`config.mk`:
```
export PLATFORM = sky130hd
export DESIGN_NAME = skew_feeder
export DESIGN_NICKNAME = d
export VERILOG_FILES = /design/src/rtl/skew_feeder_pkg.sv /design/src/rtl/skew_lane_mux.sv /design/src/rtl/skew_feeder.sv
export SDC_FILE = /design/constraint.sdc
export NUM_CORES = 1
export LEC_CHECK = 0
export BUFFER_PORTS_ARGS = -buffer_cell sky130_fd_sc_hd__buf_2
export CELL_PAD_IN_SITES_DETAIL_PLACEMENT = 0
export CELL_PAD_IN_SITES_GLOBAL_PLACEMENT = 1
export CORE_MARGIN = 3
export CORE_UTILIZATION = 35
export DETAILED_ROUTE_END_ITERATION = 16
export PLACE_DENSITY = 0.61
export SYNTH_ARGS = -nofsm -noshare
export SYNTH_HDL_FRONTEND = slang
export SYNTH_SLANG_ARGS = --single-unit
```
`constraint.sdc`:
```
create_clock -name clk_i -period 2.6 [get_ports clk_i]
set_input_delay 0.39 -clock clk_i [delete_from_list [all_inputs] [get_ports clk_i]]
set_output_delay 0.39 -clock clk_i [all_outputs]
set_load 0.02 [all_outputs]
```
`src/rtl/skew_feeder_pkg.sv`:
```
// Purpose: shared types and size helpers for the skew_feeder block.
// Latency: n/a (package only).
// Backpressure: n/a (package only).
// Contents: FSM state enum, element-count helpers for A (H*K) and B (K*W),
//           and the stream length L = max(H,W)+K-1.
package skew_feeder_pkg;

  typedef enum logic [1:0] {
    LOAD_A = 2'd0,
    LOAD_B = 2'd1,
    STREAM = 2'd2
  } state_e;

  function automatic int a_elems(input int h, input int k);
    return h * k;
  endfunction

  function automatic int b_elems(input int k, input int w);
    return k * w;
  endfunction

  function automatic int stream_beats(input int h, input int w, input int k);
    return ((h > w) ? h : w) + k - 1;
  endfunction

  function automatic int max3(input int a, input int b, input int c);
    int m;
    m = (a > b) ? a : b;
    return (m > c) ? m : c;
  endfunction

endpackage

```
`src/rtl/skew_lane_mux.sv`:
```
// Purpose: picks the element and valid bit presented on one skewed lane for beat t.
// Latency: purely combinational.
// Backpressure: none; follows i_t, which the parent only advances on consumer take.
// Ports: i_en gates the lane (STREAM only), i_t beat index, i_lane lane index,
//        i_elems the K elements feeding this lane (element k at [k*width_p +: width_p]),
//        o_data / o_v lane element and validity.
module skew_lane_mux #(
  parameter int width_p = 8,
  parameter int depth_p = 2,
  parameter int cnt_w_p = 2
) (
  input  logic                       i_en,
  input  logic [cnt_w_p-1:0]         i_t,
  input  logic [cnt_w_p-1:0]         i_lane,
  input  logic [depth_p*width_p-1:0] i_elems,
  output logic [width_p-1:0]         o_data,
  output logic                       o_v
);

  logic [cnt_w_p-1:0] w_diff;

  always_comb begin
    w_diff = i_t - i_lane;
    // Lane i starts i beats late and runs for K beats.
    o_v    = i_en && (i_t >= i_lane) && (w_diff < cnt_w_p'(depth_p));
    o_data = '0;
    for (int k = 0; k < depth_p; k++) begin
      if (o_v && (w_diff == cnt_w_p'(k))) begin
        o_data = i_elems[k*width_p +: width_p];
      end
    end
  end

endmodule

```
`src/rtl/skew_feeder.sv`:
```
// Purpose: loads A (HxK) then B (KxW) row-major and streams them as skewed systolic wavefronts.
// Latency: STREAM begins the cycle after the final load accept; one beat per yumi_i.
// Backpressure: ready_o low during STREAM; beats hold while yumi_i is low.
// Ports: clk_i/reset_n_i (async active-low); valid_i/data_i/ready_o element input;
//        valid_o/yumi_i wavefront handshake; row_data_o/row_v_o A lanes; col_data_o/col_v_o B lanes;
//        flush_i aborts to LOAD_A; done_o pulses one cycle after the last beat is taken.
// Option: SKEW_FEEDER_KEEP_B_EN retains B across operations (LOAD_B skipped once B is loaded).
module skew_feeder
  import skew_feeder_pkg::*;
#(
  parameter int width_p        = 8,
  parameter int array_height_p = 2,
  parameter int array_width_p  = 2,
  parameter int depth_p        = 2
) (
  input  logic                              clk_i,
  input  logic                              reset_n_i,
  input  logic                              valid_i,
  input  logic [width_p-1:0]                data_i,
  output logic                              ready_o,
  output logic                              valid_o,
  input  logic                              yumi_i,
  output logic [array_height_p*width_p-1:0] row_data_o,
  output logic [array_height_p-1:0]         row_v_o,
  output logic [array_width_p*width_p-1:0]  col_data_o,
  output logic [array_width_p-1:0]          col_v_o,
  input  logic                              flush_i,
  output logic                              done_o
);

  localparam int HK    = a_elems(array_height_p, depth_p);
  localparam int KW    = b_elems(depth_p, array_width_p);
  localparam int L     = stream_beats(array_height_p, array_width_p, depth_p);
  localparam int CNT_W = $clog2(max3(HK, KW, L) + 1);

  state_e             r_state, w_state_n;
  logic [CNT_W-1:0]   r_cnt, w_cnt_n;
  logic [CNT_W-1:0]   r_t, w_t_n;
  logic               r_done, w_done_n;
  logic [width_p-1:0] r_a [HK];
  logic [width_p-1:0] r_b [KW];
  logic               w_stream;
  logic               w_accept;
`ifdef SKEW_FEEDER_KEEP_B_EN
  logic               r_b_loaded, w_b_loaded_n;
`endif

  assign w_stream = (r_state == STREAM);
  assign ready_o  = !w_stream;
  assign valid_o  = w_stream;
  assign w_accept = valid_i && ready_o;
  assign done_o   = r_done;

  always_comb begin
    w_state_n = r_state;
    w_cnt_n   = r_cnt;
    w_t_n     = r_t;
    w_done_n  = 1'b0;
`ifdef SKEW_FEEDER_KEEP_B_EN
    w_b_loaded_n = r_b_loaded;
`endif
    if (flush_i) begin
      w_state_n = LOAD_A;
      w_cnt_n   = '0;
      w_t_n     = '0;
`ifdef SKEW_FEEDER_KEEP_B_EN
      w_b_loaded_n = 1'b0;
`endif
    end else begin
      case (r_state)
        LOAD_A: begin
          if (w_accept) begin
            if (r_cnt == CNT_W'(HK - 1)) begin
              w_cnt_n = '0;
              w_t_n   = '0;
`ifdef SKEW_FEEDER_KEEP_B_EN
              w_state_n = r_b_loaded ? STREAM : LOAD_B;
`else
              w_state_n = LOAD_B;
`endif
            end else begin
              w_cnt_n = r_cnt + CNT_W'(1);
            end
          end
        end
        LOAD_B: begin
          if (w_accept) begin
            if (r_cnt == CNT_W'(KW - 1)) begin
              w_cnt_n   = '0;
              w_t_n     = '0;
              w_state_n = STREAM;
`ifdef SKEW_FEEDER_KEEP_B_EN
              w_b_loaded_n = 1'b1;
`endif
            end else begin
              w_cnt_n = r_cnt + CNT_W'(1);
            end
          end
        end
        STREAM: begin
          if (yumi_i) begin
            if (r_t == CNT_W'(L - 1)) begin
              w_state_n = LOAD_A;
              w_t_n     = '0;
              w_done_n  = 1'b1;
            end else begin
              w_t_n = r_t + CNT_W'(1);
            end
          end
        end
        default: w_state_n = LOAD_A;
      endcase
    end
  end

  always_ff @(posedge clk_i or negedge reset_n_i) begin
    if (!reset_n_i) begin
      r_state <= LOAD_A;
      r_cnt   <= '0;
      r_t     <= '0;
      r_done  <= 1'b0;
    end else begin
      r_state <= w_state_n;
      r_cnt   <= w_cnt_n;
      r_t     <= w_t_n;
      r_done  <= w_done_n;
    end
  end

`ifdef SKEW_FEEDER_KEEP_B_EN
  always_ff @(posedge clk_i or negedge reset_n_i) begin
    if (!reset_n_i) r_b_loaded <= 1'b0;
    else            r_b_loaded <= w_b_loaded_n;
  end
`endif

  // Matrix storage, indexed row-major by the load counter; a flush cycle writes nothing.
  always_ff @(posedge clk_i or negedge reset_n_i) begin
    if (!reset_n_i) begin
      for (int n = 0; n < HK; n++) r_a[n] <= '0;
      for (int n = 0; n < KW; n++) r_b[n] <= '0;
    end else if (w_accept && !flush_i) begin
      for (int n = 0; n < HK; n++) begin
        if ((r_state == LOAD_A) && (r_cnt == CNT_W'(n))) r_a[n] <= data_i;
      end
      for (int n = 0; n < KW; n++) begin
        if ((r_state == LOAD_B) && (r_cnt == CNT_W'(n))) r_b[n] <= data_i;
      end
    end
  end

  // Row lane i sees A[i][0..K-1].
  for (genvar gi = 0; gi < array_height_p; gi++) begin : g_row
    logic [depth_p*width_p-1:0] w_elems;
    for (genvar gk = 0; gk < depth_p; gk++) begin : g_k
      assign w_elems[gk*width_p +: width_p] = r_a[gi*depth_p + gk];
    end
    skew_lane_mux #(
      .width_p(width_p),
      .depth_p(depth_p),
      .cnt_w_p(CNT_W)
    ) u_mux (
      .i_en   (w_stream),
      .i_t    (r_t),
      .i_lane (CNT_W'(gi)),
      .i_elems(w_elems),
      .o_data (row_data_o[gi*width_p +: width_p]),
      .o_v    (row_v_o[gi])
    );
  end

  // Column lane j sees B[0..K-1][j].
  for (genvar gj = 0; gj < array_width_p; gj++) begin : g_col
    logic [depth_p*width_p-1:0] w_elems;
    for (genvar gk = 0; gk < depth_p; gk++) begin : g_k
      assign w_elems[gk*width_p +: width_p] = r_b[gk*array_width_p + gj];
    end
    skew_lane_mux #(
      .width_p(width_p),
      .depth_p(depth_p),
      .cnt_w_p(CNT_W)
    ) u_mux (
      .i_en   (w_stream),
      .i_t    (r_t),
      .i_lane (CNT_W'(gj)),
      .i_elems(w_elems),
      .o_data (col_data_o[gj*width_p +: width_p]),
      .o_v    (col_v_o[gj])
    );
  end

endmodule

```
==> results_dict.tcl <==
set metrics [dict create \
    overflow 0 \
    syn_area_um2 3674 \
    h-tree-depth 3 \
    p_per_area_nw_per_um2 582.9 \
    grt_pass1_vias 2367 \
    fmax_ghz 0.4032 \
    power.share.sequential_pct 53.1 \
    die_y_um 108.5 \
    status "finished, final reports clean" \
    period_minus_slack_ps 2480 \
    dieWidth_um 108.5 \
    power_uw 2535 \
    final_common_cell "dfrtp_1" \
    post-route-drc-count 0 \
    ctsRootBufferMaster "clkbuf_8" \
    area_growth_syn_to_layout_pct 18.39 \
    cp.arrival_ps 2090 \
    coreArea_um2 10000 \
    post_drt_wl_per_cell_um 17.47 \
    netlist_instances 266 \
    vdd_drop_max_uv 317.4 \
    hpwl_um 5451 \
    via_count 2313 \
    postSynthAreaPerCell_um2 13.81 \
    p_comb_share_pct 9.6 \
    report.final.slew_viol_count 0 \
    hold_viol 0 \
    synth_warnings 0 \
    nets 350 \
    wl_met1_um 3869 \
    end_kind "primary output" \
    worst_pin_slew_ps 533.7 \
    start_util_pct 36.74 \
    cts_sinks 73 \
    finClkSkew_ps 8.410 \
    seq_area_frac_synth_pct 49.73 \
    grt_pass1_wl_um 13180 \
    r2r-start "r_state[1]" \
    swShare_pct 24.47 \
    drive_above_1_share_pct 37.84 \
    grt_setup_unrepaired "no" \
    min-delay-start "yumi_i" \
    clk_pin_slew_ps 80 \
    wl_met3_um 263 \
    io_pins 52 \
    cts_tree "done" \
    hold_class "in2reg" \
    routabilityCongestion 0.6988 \
    wl_met2_um 3883 \
    crit_path_max_fanout 14 \
    critical_path_required_ps 2210 \
    grt.total_usage_pct 14.90 \
    syn-num-nets 288 \
    numCtsBuffers 9 \
    worstSetupStartpoint "r_t[1]" \
    synth_seq_cells 73 \
    die_area_um2 11760 \
    power_leakage_uw 0.002247 \
    viasPerCell 4.964 \
    maxCapViolations 0 \
    slew_headroom_pct 64.34 \
    fin_crit_sh_pct 95.40 \
    ant_nets 0 \
    p_sw_uw 620.5 \
    dr.pass1.iters 4 \
    layout_common_cells "dfrtp_1 (72), buf_2 (51), mux2_4 (32), mux2_1 (32), a22o_1 (16)" \
    n_antenna_cell 0 \
    setup_tns_ps 0 \
    internal_power_uw 1915 \
    grt_max_degree 40 \
    drt_iter0_markers 79 \
    criticalPathCategory "reg2out" \
    clkPwrFrac_pct 37.4 \
    setup_viol 0 \
    cp-start-kind "flip-flop" \
    portBuffers 51 \
    antenna_found_initial 0 \
    ys_types 39 \
    insertion_delay_ps 340 \
    rows 36 \
    cts.path.max_buffers 2 \
    top_layer "met4" \
    routed_wirelength_um 8139 \
]
-- state kept, by name, summed over array words and instances, names as in the netlist --
signal and flops:
done_o 1, g_col.w_elems 32, g_row.w_elems 32, r_cnt 3, r_state 2, r_t 3
-- final timing paths --
check / depth (start not counted) / endpoint / slack [ps]
min: 3 / done_o / 320
min in group asynchronous: 2 / g_col[0].w_elems[7] / 420
max in group asynchronous: 3 / g_row[0].w_elems[14] / 1550
max reg2reg: 5 / g_col[1].w_elems[14] / 790
max: 7 / row_data_o[15] / 120
min reg2reg: 1 / g_row[0].w_elems[4] / 490
-- per-layer routing --
layer  global-route usage [%]  up-vias
met5                        0        -
met4                    5.410        0
li1                         -     1090
met3                    2.866        9
met1                    20.76     1176
met2                    23.08       38
-- stage by stage --
step | hold WS, ps | area [µm²] | std cells | setup slack, ps | utilization, %
2_1_floorplan | 94.41 | 3674 | 266 | 411.7 | -
3_3_place_gp | 252.1 | 4105 | 447 | 321.8 | 41.05
3_5_place_dp | 260.4 | 4105 | 447 | 267.6 | 41.05
4_1_cts | 300.2 | 4334 | 464 | 19.32 | 43.34
5_1_grt | 321.6 | 4349 | 466 | 14.71 | 43.49
6_report | 316.4 | 4349 | 466 | 119.6 | 43.49
-- power by group through the flow --
stage / logic, µW / clock network (µW) / registers (µW)
after global placement: 242 / 0 / 1360
after floorplan: 174 / 0 / 1340
final: 243 / 947 / 1350
after CTS: 249 / 974 / 1350
after detailed placement: 247 / 0 / 1370
after global routing: 269 / 1020 / 1370
-- what timing repair did --
item | in CTS | in global routing
resized for setup | 2 | 0
hold buffers | 1 | 0
pin swaps | 0 | 0
endpoints found under the setup margin | 18 | 28
buffers inserted | 0 | 2
endpoints found under the hold margin | 6 | 0
-- critical path, cell delays in order (launching register included) --
cell and delay [ps]:
dfrtp_2 430, inv_1 120, ha_1 280, nor2b_1 220, buf_4 250, a22oi_1 90, nor2_1 150, buf_2 190
-- logic make-up (layout without fill, tap and decap cells) --
logic type               after synthesis  count (layout)  share of synthesized area [%]
AND/OR/NAND/NOR                       57              57                          12.30
XOR/XNOR                               1               1                         0.2385
flip-flops                            73              73                          49.73
AO/OA/AOI/OAI                         41              41                          8.379
multiplexers                          65              65                          23.16
adder cells (fa/ha/maj)                9               9                          3.065
buffers and inverters                 20              87                          3.134
-- cells in the mapped netlist --
library cell	count	area share (%)
dfrtp_1	73	50
mux2_1	32	9.8
mux2_4	32	13
a22o_1	16	3.8
a22oi_1	15	3.1
nor2_1	15	1.5
ha_1	9	3.1
nand2b_1	7	1.2
nand2_1	6	0.61
a21oi_1	5	0.68
buf_4	5	1.0
inv_1	5	0.51
nand3_1	4	0.54
nand3_4	4	1.9
nand3b_4	4	2.2
buf_2	3	0.41
clkbuf_1	3	0.31
nand3b_1	3	0.61
o21ai_0	3	0.41
buf_6	2	0.61
nor2b_1	2	0.34
a31oi_1	1	0.17
a41oi_1	1	0.24
and2_1	1	0.17
and2b_1	1	0.20
and2b_4	1	0.27
and3b_1	1	0.24
inv_2	1	0.10
inv_4	1	0.17
mux2i_1	1	0.27
nand4_1	1	0.17
nor3_1	1	0.14
nor3b_1	1	0.20
nor4_1	1	0.17
nor4_4	1	0.58
nor4b_2	1	0.41
nor4b_4	1	0.65
or3_1	1	0.17
xnor2_1	1	0.24
-- layout make-up --
type / count / area [µm²]
Clock buffer: 11 / 151.4
Clock inverter: 5 / 62.56
Fill cell: 948 / 5650
Inverter: 7 / 28.78
Multi-Input combinational cell: 173 / 1740
Sequential cell: 73 / 1828
Tap cell: 133 / 166.4
Timing Repair Buffer: 64 / 371.6
Power figures use the tool's default switching activity.
